`src/rtl/xalu_seq_if.sv`:
```
// Handshake and operand/result bundle for xalu_seq; master drives requests, slave answers.
interface xalu_seq_if #(
   parameter int WIDTH = 8
) ();
   logic             start;
   logic             ready;
   logic [3:0]       op;
   logic [WIDTH-1:0] a;
   logic [WIDTH-1:0] b;
   logic             ci;
   logic             com;
   logic             use_acc;
   logic [WIDTH-1:0] y;
   logic [WIDTH-1:0] y_hi;
   logic             done;
   logic             co;
   logic             ov;
   logic             zero;
   logic             ones;
   logic             eq;
   logic             err;

   modport master (
      output start, op, a, b, ci, com, use_acc,
      input  ready, y, y_hi, done, co, ov, zero, ones, eq, err
   );

   modport slave (
      input  start, op, a, b, ci, com, use_acc,
      output ready, y, y_hi, done, co, ov, zero, ones, eq, err
   );
endinterface

```
`src/rtl/xalu_seq.sv`:
```
// WIDTH-bit sequential ALU with accumulator, status flags and start/done handshake.
// Define XALU_MUL_EN to build the iterative shift-add multiplier behind op 11.
module xalu_seq #(
   parameter int               WIDTH    = 8,
   parameter logic [WIDTH-1:0] ACC_INIT = '0
) (
   input  logic      clk,
   input  logic      rst_n,
   xalu_seq_if.slave bus
);
   localparam int SW = $clog2(WIDTH);
   localparam int CW = SW + 1;

   localparam logic [3:0] OP_ADD   = 4'd0;
   localparam logic [3:0] OP_AND   = 4'd1;
   localparam logic [3:0] OP_OR    = 4'd2;
   localparam logic [3:0] OP_XOR   = 4'd3;
   localparam logic [3:0] OP_PASSA = 4'd4;
   localparam logic [3:0] OP_PASSB = 4'd5;
   localparam logic [3:0] OP_SHR1  = 4'd6;
   localparam logic [3:0] OP_SHL1  = 4'd7;
   localparam logic [3:0] OP_SUB   = 4'd8;
   localparam logic [3:0] OP_SHLN  = 4'd9;
   localparam logic [3:0] OP_SHRN  = 4'd10;
   localparam logic [3:0] OP_MUL   = 4'd11;

   typedef enum logic [1:0] {IDLE, RUN, FIN} state_t;
   state_t state, state_nxt;

   function automatic logic is_mul_op(input logic [3:0] op);
`ifdef XALU_MUL_EN
      return op == OP_MUL;
`else
      return 1'b0;
`endif
   endfunction

   function automatic logic is_iter(input logic [3:0] op);
      return (op == OP_SHLN) || (op == OP_SHRN) || is_mul_op(op);
   endfunction

   function automatic logic add_ovf(input logic signed [WIDTH-1:0] x,
                                    input logic signed [WIDTH-1:0] z,
                                    input logic signed [WIDTH-1:0] s);
      return (x[WIDTH-1] == z[WIDTH-1]) && (s[WIDTH-1] != x[WIDTH-1]);
   endfunction

   logic [3:0]       op_p0;
   logic [WIDTH-1:0] a_p0, b_p0;
   logic             ci_p0, com_p0;
   logic [SW-1:0]    amt_p0;
   logic [WIDTH-1:0] lo_p1, hi_p1;
   logic             co_p1;
   logic [CW-1:0]    cnt_p1;
   logic [WIDTH-1:0] acc, a_sel;
   logic             accept;

   logic [WIDTH-1:0] y_p2, y_hi_p2;
   logic             vld_p2, co_p2, ov_p2, zero_p2, ones_p2, eq_p2, err_p2;

   assign a_sel  = bus.use_acc ? acc : bus.a;
   assign accept = (state == IDLE) && bus.start;
   assign amt_p0 = b_p0[SW-1:0];

   always_ff @(posedge clk) begin
      if (!rst_n) state <= IDLE;
      else        state <= state_nxt;
   end

   always_comb begin
      state_nxt = state;
      case (state)
         IDLE:    if (bus.start) state_nxt = is_iter(bus.op) ? RUN : FIN;
         RUN:     if (cnt_p1 == CW'(1)) state_nxt = FIN;
         FIN:     state_nxt = IDLE;
         default: state_nxt = IDLE;
      endcase
   end

`ifdef XALU_MUL_EN
   logic [WIDTH:0] mul_sum;
   assign mul_sum = {1'b0, hi_p1} + (lo_p1[0] ? {1'b0, a_p0} : '0);
`endif

   // p0 capture on accept; p1 iterative shift/multiply working registers
   always_ff @(posedge clk) begin
      if (accept) begin
         op_p0  <= bus.op;
         a_p0   <= a_sel;
         b_p0   <= bus.b;
         ci_p0  <= bus.ci;
         com_p0 <= bus.com;
         lo_p1  <= is_mul_op(bus.op) ? bus.b : a_sel;
         hi_p1  <= '0;
         co_p1  <= 1'b0;
         if (is_mul_op(bus.op))            cnt_p1 <= CW'(WIDTH);
         else if (bus.b[SW-1:0] == '0)     cnt_p1 <= CW'(1);
         else                              cnt_p1 <= CW'(bus.b[SW-1:0]);
      end else if (state == RUN) begin
         cnt_p1 <= cnt_p1 - 1'b1;
         // amt=0 still spends one RUN cycle but leaves A untouched
         if (op_p0 == OP_SHLN && amt_p0 != '0)      {co_p1, lo_p1} <= {lo_p1, 1'b0};
         else if (op_p0 == OP_SHRN && amt_p0 != '0) {lo_p1, co_p1} <= {1'b0, lo_p1};
`ifdef XALU_MUL_EN
         else if (op_p0 == OP_MUL)                  {hi_p1, lo_p1} <= {mul_sum, lo_p1[WIDTH-1:1]};
`endif
      end
   end

   logic [WIDTH-1:0] b_eff, r, y_nxt, y_hi_nxt;
   logic [WIDTH:0]   sum;
   logic             co_nxt, ov_nxt, err_nxt;

   always_comb begin
      b_eff    = (op_p0 == OP_SUB) ? ~b_p0 : b_p0;
      sum      = {1'b0, a_p0} + {1'b0, b_eff} + {{WIDTH{1'b0}}, ci_p0};
      r        = '0;
      y_hi_nxt = '0;
      co_nxt   = 1'b0;
      ov_nxt   = 1'b0;
      err_nxt  = 1'b0;
      case (op_p0)
         OP_ADD, OP_SUB: begin
            r      = sum[WIDTH-1:0];
            co_nxt = sum[WIDTH];
            ov_nxt = add_ovf(a_p0, b_eff, sum[WIDTH-1:0]);
         end
         OP_AND:   r = a_p0 & b_p0;
         OP_OR:    r = a_p0 | b_p0;
         OP_XOR:   r = a_p0 ^ b_p0;
         OP_PASSA: r = a_p0;
         OP_PASSB: r = b_p0;
         OP_SHR1: begin
            r      = {ci_p0, a_p0[WIDTH-1:1]};
            co_nxt = a_p0[0];
         end
         OP_SHL1: begin
            r      = {a_p0[WIDTH-2:0], ci_p0};
            co_nxt = a_p0[WIDTH-1];
         end
         OP_SHLN, OP_SHRN: begin
            r      = lo_p1;
            co_nxt = co_p1;
         end
`ifdef XALU_MUL_EN
         OP_MUL: begin
            r        = lo_p1;
            y_hi_nxt = hi_p1;
         end
`endif
         default: err_nxt = 1'b1;
      endcase
      y_nxt = r ^ {WIDTH{com_p0}};
   end

   // p2 result/flag registers, loaded only in FIN
   always_ff @(posedge clk) begin
      if (!rst_n) begin
         y_p2    <= '0;
         y_hi_p2 <= '0;
         vld_p2  <= 1'b0;
         co_p2   <= 1'b0;
         ov_p2   <= 1'b0;
         zero_p2 <= 1'b1;
         ones_p2 <= 1'b0;
         eq_p2   <= 1'b0;
         err_p2  <= 1'b0;
         acc     <= ACC_INIT;
      end else begin
         vld_p2 <= (state == FIN);
         if (state == FIN) begin
            y_p2    <= y_nxt;
            y_hi_p2 <= y_hi_nxt;
            co_p2   <= co_nxt;
            ov_p2   <= ov_nxt;
            zero_p2 <= (y_nxt == '0);
            ones_p2 <= &y_nxt;
            eq_p2   <= (a_p0 == b_p0);
            err_p2  <= err_nxt;
            acc     <= y_nxt;
         end
      end
   end

   assign bus.ready = (state == IDLE);
   assign bus.y     = y_p2;
   assign bus.y_hi  = y_hi_p2;
   assign bus.done  = vld_p2;
   assign bus.co    = co_p2;
   assign bus.ov    = ov_p2;
   assign bus.zero  = zero_p2;
   assign bus.ones  = ones_p2;
   assign bus.eq    = eq_p2;
   assign bus.err   = err_p2;
endmodule

```
`src/flat_wrapper.sv`:
```
// flat-port wrapper written by rule: the top's interface ports become plain ports
module xalu_seq_flat 
#(
   parameter int               WIDTH    = 8,
   parameter logic [WIDTH-1:0] ACC_INIT = '0
)
  (clk, rst_n, bus_start, bus_op, bus_a, bus_b, bus_ci, bus_com, bus_use_acc, bus_ready, bus_y, bus_y_hi, bus_done, bus_co, bus_ov, bus_zero, bus_ones, bus_eq, bus_err);
  xalu_seq_if #(.WIDTH(WIDTH)) bus_i ();
  input  logic clk;
  input  logic rst_n;
  input wire logic [$bits(bus_i.start)-1:0] bus_start;
  input wire logic [$bits(bus_i.op)-1:0] bus_op;
  input wire logic [$bits(bus_i.a)-1:0] bus_a;
  input wire logic [$bits(bus_i.b)-1:0] bus_b;
  input wire logic [$bits(bus_i.ci)-1:0] bus_ci;
  input wire logic [$bits(bus_i.com)-1:0] bus_com;
  input wire logic [$bits(bus_i.use_acc)-1:0] bus_use_acc;
  output wire logic [$bits(bus_i.ready)-1:0] bus_ready;
  output wire logic [$bits(bus_i.y)-1:0] bus_y;
  output wire logic [$bits(bus_i.y_hi)-1:0] bus_y_hi;
  output wire logic [$bits(bus_i.done)-1:0] bus_done;
  output wire logic [$bits(bus_i.co)-1:0] bus_co;
  output wire logic [$bits(bus_i.ov)-1:0] bus_ov;
  output wire logic [$bits(bus_i.zero)-1:0] bus_zero;
  output wire logic [$bits(bus_i.ones)-1:0] bus_ones;
  output wire logic [$bits(bus_i.eq)-1:0] bus_eq;
  output wire logic [$bits(bus_i.err)-1:0] bus_err;
  assign bus_i.start = bus_start;
  assign bus_i.op = bus_op;
  assign bus_i.a = bus_a;
  assign bus_i.b = bus_b;
  assign bus_i.ci = bus_ci;
  assign bus_i.com = bus_com;
  assign bus_i.use_acc = bus_use_acc;
  assign bus_ready = bus_i.ready;
  assign bus_y = bus_i.y;
  assign bus_y_hi = bus_i.y_hi;
  assign bus_done = bus_i.done;
  assign bus_co = bus_i.co;
  assign bus_ov = bus_i.ov;
  assign bus_zero = bus_i.zero;
  assign bus_ones = bus_i.ones;
  assign bus_eq = bus_i.eq;
  assign bus_err = bus_i.err;
  xalu_seq #(.WIDTH(WIDTH), .ACC_INIT(ACC_INIT)) u_core (.clk(clk), .rst_n(rst_n), .bus(bus_i));
endmodule
```
`config.mk`:
```
export PLATFORM = sky130hd
export DESIGN_NAME = xalu_seq_flat
export DESIGN_NICKNAME = d
export VERILOG_FILES = /design/src/rtl/xalu_seq_if.sv /design/src/rtl/xalu_seq.sv /design/src/flat_wrapper.sv
export SDC_FILE = /design/constraint.sdc
export NUM_CORES = 1
export LEC_CHECK = 0
export CAP_MARGIN = 5
export CELL_PAD_IN_SITES_DETAIL_PLACEMENT = 1
export CELL_PAD_IN_SITES_GLOBAL_PLACEMENT = 1
export CORE_MARGIN = 3
export CORE_UTILIZATION = 28
export CTS_CLUSTER_SIZE = 20
export DETAILED_ROUTE_END_ITERATION = 10
export GPL_TIMING_DRIVEN = 1
export PLACE_DENSITY_LB_ADDON = 0.15
export SYNTH_ARGS = -nofsm -noshare
export SYNTH_HDL_FRONTEND = slang
export SYNTH_SLANG_ARGS = --single-unit
```
`constraint.sdc`:
```
create_clock -name clk -period 5.2 [get_ports clk]
set_input_delay 1.04 -clock clk [delete_from_list [all_inputs] [get_ports clk]]
set_output_delay 1.04 -clock clk [all_outputs]
set_load 0.005 [all_outputs]
```
Word-level counts from Yosys, hierarchy flattened

Index checks and enable logic that the tools add are counted.
W data, S select, Z words.

Register bits after elaboration: 52
Bits of input ports: 26
Output and inout bits: 24
Logic and storage cells: 84

Add/subtract/negate cells: 3
Equality and inequality tests: 20
Mux-type cells: 19
Bitwise gates (word level): 5
Reductions and logical operators: 20

Operators by type and width:

| operator             | count |
|---|---|
| $pmux W8 S9          | 1 |
| $mux W8              | 6 |
| $eq A4 B4 Y1 const B | 5 |
| $eq A4 B3 Y1 const B | 4 |
| $xor A8 B8 Y8        | 2 |
| $reduce_or A11 Y1    | 1 |
| $add A8 B8 Y9        | 1 |
| $add A9 B1 Y9        | 1 |
| $and A8 B8 Y8        | 1 |
| $eq A4 B1 Y1 const B | 2 |
| $eq A4 B2 Y1 const B | 2 |
| $eq A8 B8 Y1         | 1 |
| $logic_not A8 Y1     | 1 |
| $mux W4              | 2 |
| $not A8 Y8           | 1 |
| $or A8 B8 Y8         | 1 |
| $reduce_and A8 Y1    | 1 |
| $mux W2              | 3 |
| $reduce_and A2 Y1    | 3 |
| $reduce_bool A3 Y1   | 2 |
| $logic_and A1 B1 Y1  | 4 |
| $logic_not A4 Y1     | 1 |
| $mux W1              | 4 |
| $pmux W1 S4          | 1 |
| other kinds (14)     | 16 |

Depth between registers and ports, before layout

Gate-level depths: netlist of run 1.

Word-level depth: 7
Depth in mapped cells: 15
Mapped depth without buffers: 12

Least setup slack after synthesis of run 1

OpenSTA, ideal clock, no wires.

Kind: reg-to-reg
From: register u_core.op_p0[1]
To: register u_core.zero_p2 (netlist: u_core.bus.zero)
Library setup time: 0.096 ns
Arrival: 4.026 ns
Slack: 1.078 ns
Stages on the path, launching flop included: 16
Buffers on the path: 3
Cells stage by stage: edfxtp_1 > buf_2 > buf_4 > nor2_1 > and2_1 > clkbuf_1 > xnor2_1 > fa_1 > fa_1 > a211oi_1 > nor2_1 > mux2i_1 > nor4b_1 > and2_0 > a32oi_1 > o41ai_2

Word-level cells in the longest chain between the ends: 7
Elaborated cells on any way between the ends: 19
Those cells by class: add/sub (2); eq/ne (10); mux (2); bitwise (1); reduce/logical (4)

RTL lines:

| what                   | line                             | text |
|---|---|---|
| from (decl)            | xalu_seq.sv:48                   | `logic [3:0] op_p0;` |
| from (signal assigned) | xalu_seq.sv:88                   | `op_p0 <= bus.op;` |
| $eq A4 B4 Y1           | xalu_seq.sv:115, xalu_seq.sv:122 |  |
| $mux W8                | xalu_seq.sv:115                  | `b_eff = (op_p0 == OP_SUB) ? ~b_p0 : b_p0;` |
| $add A8 B8 Y9          | xalu_seq.sv:116                  | `sum = {1'b0, a_p0} + {1'b0, b_eff} + {{WIDTH{1'b0}}, ci_p0};` |
| $add A9 B1 Y9          | xalu_seq.sv:116                  |  |
| $pmux W8 S9 *          | xalu_seq.sv:122                  | `case (op_p0)` |
| $xor A8 B8 Y8 *        | xalu_seq.sv:153                  | `y_nxt = r ^ {WIDTH{com_p0}};` |
| $logic_not A8 Y1 *     | xalu_seq.sv:176                  | `zero_p2 <= (y_nxt == '0);` |
| to (signal assigned)   | xalu_seq.sv:176                  |  |
| to (decl)              | xalu_seq.sv:59                   | `logic vld_p2, co_p2, ov_p2, zero_p2, ones_p2, eq_p2, err_p2;` |

Every way passes the cells marked *; elsewhere a longest branch is shown, timed or not.
A chain may end at the register's enable or synchronous reset.

Worst setup path in the final report of run 1

From: register u_core.op_p0[3]
To: register u_core.zero_p2 (netlist: u_core.bus.zero)

Same word-level chain as after synthesis.

==> reports/results.ini, run 1 <==
[run_status]
status=complete, no violations

[clock_network]
insertion_delay_ns=0.30
cts_buffer_depth=2
cts.sinks=52
cts_tree=built
cts_hold_buffers=0
cts.reportedPaths.clkPinSlew_ns=0.07
cts_setup_buffers=0
cts_resized=0
clockRootBuffer=clkbuf_16
cts-buffers-inserted=5
htreeDepth=2

[place]
hpwl_mm=9.59
dp.cells=622
gp_congestion=0.814
port_buffers=41

[yosys]
synth-edff-count=34
synth_top_area_share_pct=26.0
yosys.area_share.simple_pct=20.1
yosys.area_share.adder_pct=8.99
synthMostInstantiatedCell=nand2_1
synth_area_sq_mm=0.00393
yosysUniqueCellTypes=65
ys.warnings.count=0
ys_ff_latch=52
synth-compound-area-share_pct=16.4
synth_top_family_by_area=simple AND/OR/NAND/NOR gates
synthCells=423
ys_seq_area_share_pct=35.2
yosys.area.top_type=edfxtp_1
synth_area_leaders=edfxtp_1 (26%), dfxtp_1 (9.2%), ha_1 (8.0%)
async_reset_ff_share_pct=0
synthMuxAreaShare_pct=8.13
synth_flop_cell=edfxtp_1
avgSynthCellArea_sq_um=9.28
synth_xor_area_share_pct=4.69
synthTopCellsByCount=nand2_1 (38), edfxtp_1 (34), ha_1 (25), o21ai_0 (24), inv_1 (23)

[route]
drtAntennaViolNets=0
drt_iter0_drc=188
routed_wl_mm=12.4
drc=0
routedWlPerCell_um=19.7
first_pass_iters=4
vias=3296
via_per_inst=5.23

[worst_setup_path]
required_ns=5.41
crit_path_top_delay_cell=o311ai_0
cp_max_fo=18
cp_data_arrival_time_ns=4.54
cp-start-kind=flip-flop
crit_cells=12
path_class=reg -> reg
slowest_delay_ns=0.67
crit_buf_inv=1
end_kind=flip-flop
reg2reg_depth=12
crit_family=compound AO/OA/AOI/OAI gates
path_cells=buf_4 > nor2b_1 > and2_1 > xnor2_1 > fa_1 > fa_1 > a211oi_1 > nor2_1 > o311ai_0 > and2_1 > a32oi_1 > o41ai_2

[die]
rows=42
io_pins=50
die_area_sq_mm=0.0155
die_w_um=124
start_util_pct=29.2
core-area_sq_mm=0.0135
die_h_um=124

[timing]
period_minus_slack_ns=4.33
worst_slew_pin_slew_ns=1.02
setup_violations=0
grt_setup_unrepaired=no
min_period_over_period_pct=83.3
max_freq_mhz=231
final_max_slew_viol_count=0
setup_tns_ns=0
finalHoldViolations=0
finClkSkew_ns=0.00366
max_slew_margin_pct=31.8

[finish]
antenna_cells=0
sequential_cell_area_sq_mm=0.00138
multi_input_area_sq_mm=0.00232
syn2layout_area_growth_pct=17.3
drive_above_1_share_pct=7.27
nNetsFinal=506
fill_cells=1586
fin_cells=630

[power_and_ir_drop]
powerDensity_mw_per_mm2=267
seq_power_share_pct=42.3
combinationalPowerShare_pct=29.5
vdd_drop_max_mv=0.169
p_switching_uw=407
internal_power_uw=820
p_leak_nw=1.74
switching_share_pct=33.2
clockPowerShare_pct=28.2

[global_route]
grt_pass1_vias=3482
grt_max_degree=36
grt_remaining_overflow=0
grt_pass1_wl_mm=19.9
grt_use_total_pct=16.2
antenna_found_initial=0

[job]
drv_cap=0

[hold_path]
hold_class=reg -> reg
whs_path_depth=2

-- worst reg2reg max path: stages, from the launching register on --
cell      delay, ns
edfxtp_1       0.33
buf_4          0.22
nor2b_1        0.37
and2_1         0.47
xnor2_1        0.16
fa_1           0.50
fa_1           0.48
a211oi_1       0.23
nor2_1         0.13
o311ai_0       0.67
and2_1         0.26
a32oi_1        0.13
o41ai_2        0.29
-- sequential cells by signal, summed over array words and instances (netlist names) --
register,count
u_core.bus.co,1
u_core.bus.zero,1
u_core.bus.err,1
u_core.a_p0,8
u_core.com_p0,1
u_core.cnt_p1,4
u_core.b_p0,8
u_core.op_p0,4
u_core.bus.ones,1
u_core.state,2
u_core.bus.done,1
u_core.co_p1,1
u_core.lo_p1,8
u_core.bus.ov,1
u_core.bus.eq,1
u_core.acc,8
u_core.ci_p0,1
-- cell usage in the layout, fill, tap and decap left out, drive strengths merged, types with 5 or more instances in the layout --
| cell type | n |
|---|---|
| clkdlybuf4s50 | 41 |
| nand2 | 38 |
| edfxtp | 34 |
| ha | 25 |
| o21ai | 25 |
| inv | 24 |
| nor2 | 21 |
| xnor2 | 18 |
| dfxtp | 18 |
| a21oi | 15 |
| mux2i | 15 |
| and2 | 13 |
| nand2b | 12 |
| mux2 | 11 |
| nor3 | 10 |
| nand3 | 8 |
| a211oi | 8 |
| nor3b | 8 |
| conb | 8 |
| nor2b | 7 |
| nand3b | 6 |
| nor4 | 6 |
| a21boi | 6 |
| buf | 6 |
| o21a | 5 |
| clkbuf | 5 |
-- per-stage QoR --
stage | utilization (%) | cell area [sq um] | hold WS (ns) | power (mW) | setup WS [ns]
floorplan | - | 3950 | 0.443 | 0.761 | 1.08
CTS | 34.2 | 4610 | 0.474 | 1.24 | 0.832
detailed placement | 33.1 | 4460 | 0.465 | 0.890 | 0.887
finish | 34.2 | 4610 | 0.466 | 1.23 | 0.867
global placement | 33.1 | 4460 | 0.459 | 0.884 | 1.02
global route | 34.2 | 4610 | 0.509 | 1.30 | 0.246
-- cell type report --
cell class,count,area share [%]
Inverter,23,1.87
Tap cell,176,4.78
Multi-Input combinational cell,324,50.3
Clock inverter,3,0.462
Clock buffer,5,2.72
Sequential cell,52,30.0
Timing Repair Buffer,47,9.89
-- logic make-up (layout without fill, tap and decap cells) --
kind of cell    after synthesis  after routing
fa+ha+maj                    27             27
other cells                   1              8
flops                        52             52
xor+xnor                     21             21
simple gates                146            146
compound gates               94             94
mux                          28             28
buf+inv                      54             78
-- worst paths after layout --
check	endpoint	start	slack (ns)
min	u_core.bus.err	u_core.bus.err	0.47
min reg2reg	u_core.bus.err	u_core.bus.err	0.47
max reg2reg	u_core.bus.zero	u_core.op_p0[3]	0.87
max	u_core.bus.zero	u_core.op_p0[3]	0.87
-- routing by layer --
layer / up-vias / track usage [%] / routed length [um]
met4: 0 / 5.93 / 293
met3: 14 / 2.49 / 384
met2: 68 / 26.9 / 6000
li1: 1573 / - / -
met1: 1641 / 21.4 / 5720
met5: - / 0 / 0
-- power groups by stage --
stage	clock (mW)	combinational (mW)	sequential [mW]
3_5_place_dp	0	0.360	0.530
3_3_place_gp	0	0.354	0.529
5_1_grt	0.375	0.405	0.525
4_1_cts	0.359	0.364	0.520
2_1_floorplan	0	0.250	0.512
6_report	0.347	0.362	0.519
Note: power is estimated with default switching activity, not from simulation.
==> run 2: changes to the inputs <==
clock period = 4.1 ns   (was 5.2 ns; I/O delays follow)
==> run 2 against run 1 <==
Compared with the run above:
- wire length grew 1.6%
- sequential share of layout area shrank 0.19 points
- design area grew 0.65%
- non-clock buffer count grew 2
- setup slack lost 0.50 ns
- die area is the same
- via count grew 1.1%
- final cell count grew 0.32%
- sequential power grew 27%
- maximum frequency grew 16%
==> reports/results.ini, run 2 (synthesized netlist as in run 1, its figures left out) <==
[power_and_ir_drop]
p_leak_nw=1.76  ; +0.98%
powerDensity_mw_per_mm2=338  ; +27%
p_switching_uw=523  ; +28%
combinationalPowerShare_pct=29.6  ; about the same
clockPowerShare_pct=28.2  ; about the same
vdd_drop_max_mv=0.182  ; +7.5%
p_total_mw=1.56  ; +27%
switching_share_pct=33.4  ; +0.23 points
internal_power_mw=1.04  ; +27%
seq_power_share_pct=42.2  ; about the same

[worst_setup_path]
regToRegSetupSlack_ns=0.37  ; -0.50 ns
path_class=reg -> reg
cp_max_fo=8  ; -10
end_kind=flip-flop
required_ns=4.31  ; -1.10 ns
cp-start-kind=flip-flop
cp_data_arrival_time_ns=3.94  ; -0.60 ns

[finish]
syn2layout_area_growth_pct=18.1
mostFrequentLayoutCells=clkdlybuf4s50_1 (41), nand2_1 (38), edfxtp_1 (34), ha_1 (25), o21ai_0 (24)
mostFrequentLayoutCell=clkdlybuf4s50_1
antenna_cells=0  ; unchanged
multi_input_area_sq_mm=0.00233  ; +0.65%
nNetsFinal=508  ; +0.40%
sequential_cell_area_sq_mm=0.00138  ; unchanged
fill_cells=1561  ; -1.6%
fin_cells=632  ; +0.32%
drive_above_1_share_pct=8.33  ; +1.1 points
utilization_pct=34.5  ; +0.22 points

[place]
place_ws_ns=0.0267  ; -0.860 ns
gp_congestion=0.831  ; +2.1%
hpwl_mm=9.61  ; +0.18%
dp.cells=624  ; +0.32%
port_buffers=41  ; unchanged

[clock_network]
cts.sinks=52  ; unchanged
cts_hold_buffers=0  ; unchanged
cts-buffers-inserted=5  ; unchanged
cts_buffer_depth=2  ; unchanged
cts_tree=built
cts_setup_buffers=0  ; unchanged
insertion_delay_ns=0.30  ; about the same
clockRootBuffer=clkbuf_16
cts.reportedPaths.clkPinSlew_ns=0.08  ; about the same
htreeDepth=2  ; unchanged

[timing]
worst_slew_pin_slew_ns=0.892  ; -0.129 ns
period_minus_slack_ns=3.73  ; -0.605 ns
max_freq_mhz=268  ; +16%
final_max_slew_viol_count=0  ; unchanged
finalHoldViolations=0  ; unchanged
max_slew_margin_pct=40.4  ; +8.6 points
setup_slack_ns=0.372  ; -0.495 ns
finClkSkew_ns=0.00815  ; +0.00450 ns
setup_violations=0  ; unchanged
min_period_over_period_pct=90.9  ; +7.6 points
setup_tns_ns=0  ; unchanged
grt_setup_unrepaired=no

[global_route]
grt_pass1_wl_mm=20.0  ; +0.49%
grt_remaining_overflow=0  ; unchanged
grt_max_degree=36  ; unchanged
grt_use_total_pct=16.3  ; +0.025 points
grt_pass1_vias=3483  ; +0.029%
antenna_found_initial=0  ; unchanged

[route]
drc=0  ; unchanged
drtAntennaViolNets=0  ; unchanged
via_per_inst=5.27  ; +0.80%
first_pass_iters=4  ; unchanged
vias=3333  ; +1.1%
routed_wl_mm=12.6  ; +1.6%
drt_iter0_drc=209  ; +11%
routedWlPerCell_um=19.9  ; +1.3%

[die]
die_w_um=124  ; unchanged
core-area_sq_mm=0.0135  ; unchanged
die_area_sq_mm=0.0155  ; unchanged
io_pins=50  ; unchanged
rows=42  ; unchanged
die_h_um=124  ; unchanged
start_util_pct=29.2  ; unchanged

[hold_path]
hold_class=reg -> reg

[job]
drv_cap=0  ; unchanged

[run_status]
status=complete, no violations

[run 2: power groups by stage]
| stage | sequential (mW) | combinational, mW | clock, mW |
|---|---|---|---|
| 5_1_grt | 0.667 | 0.516 | 0.478 |
| 4_1_cts | 0.661 | 0.462 | 0.458 |
| 3_5_place_dp | 0.673 | 0.459 | 0 |
| 2_1_floorplan | 0.649 | 0.318 | 0 |
| 6_report | 0.661 | 0.463 | 0.441 |
| 3_3_place_gp | 0.673 | 0.450 | 0 |
[run 2: cell type report]
type | count | share of cell area (%)
clock inverters | 3 | 0.459
multi-input cells | 324 | 50.3
flip-flops and latches | 52 | 29.8
repair buffers | 49 | 10.1
well taps | 176 | 4.75
clock buffers | 5 | 2.70
inverters | 23 | 1.86
[run 2: what timing repair did]
| item | in CTS | in global routing |
|---|---|---|
| gates resized for setup | 0 | 3 |
| hold endpoints to repair | 0 | 0 |
| endpoints found under the setup margin | 0 | 3 |
[run 2: metal layers]
metal	track usage, %	up-vias	wire (um)
li1	-	1584	-
met1	21.3	1677	5760
met2	28.2	62	6180
met3	2.23	10	458
met4	4.00	0	197
met5	0	-	0
[run 2: final timing paths]
kind,end,startpoint,depth (start not counted)
max,u_core.bus.zero,u_core.op_p0[1],12
min,u_core.bus.err,u_core.bus.err,2
max reg2reg,u_core.bus.zero,u_core.op_p0[1],12
min reg2reg,u_core.bus.err,u_core.bus.err,2
[run 2: worst max-delay path, cell delays in order, from the launching register on]
cell      delay (ns)
edfxtp_1        0.39
nor2_1          0.15
and2_2          0.34
xnor2_1         0.14
fa_1            0.48
fa_1            0.47
a211oi_1        0.24
nor2_1          0.13
mux2i_1         0.15
nor4b_2         0.58
and2_0          0.22
a32oi_1         0.08
o41ai_2         0.28
[run 2: per-stage QoR]
stage          hold WS (ns)  cell area, sq um
6_report              0.472              4640
5_1_grt               0.508              4640
4_1_cts               0.478              4630
3_5_place_dp          0.468              4480
3_3_place_gp          0.458              4480
2_1_floorplan         0.443              3960
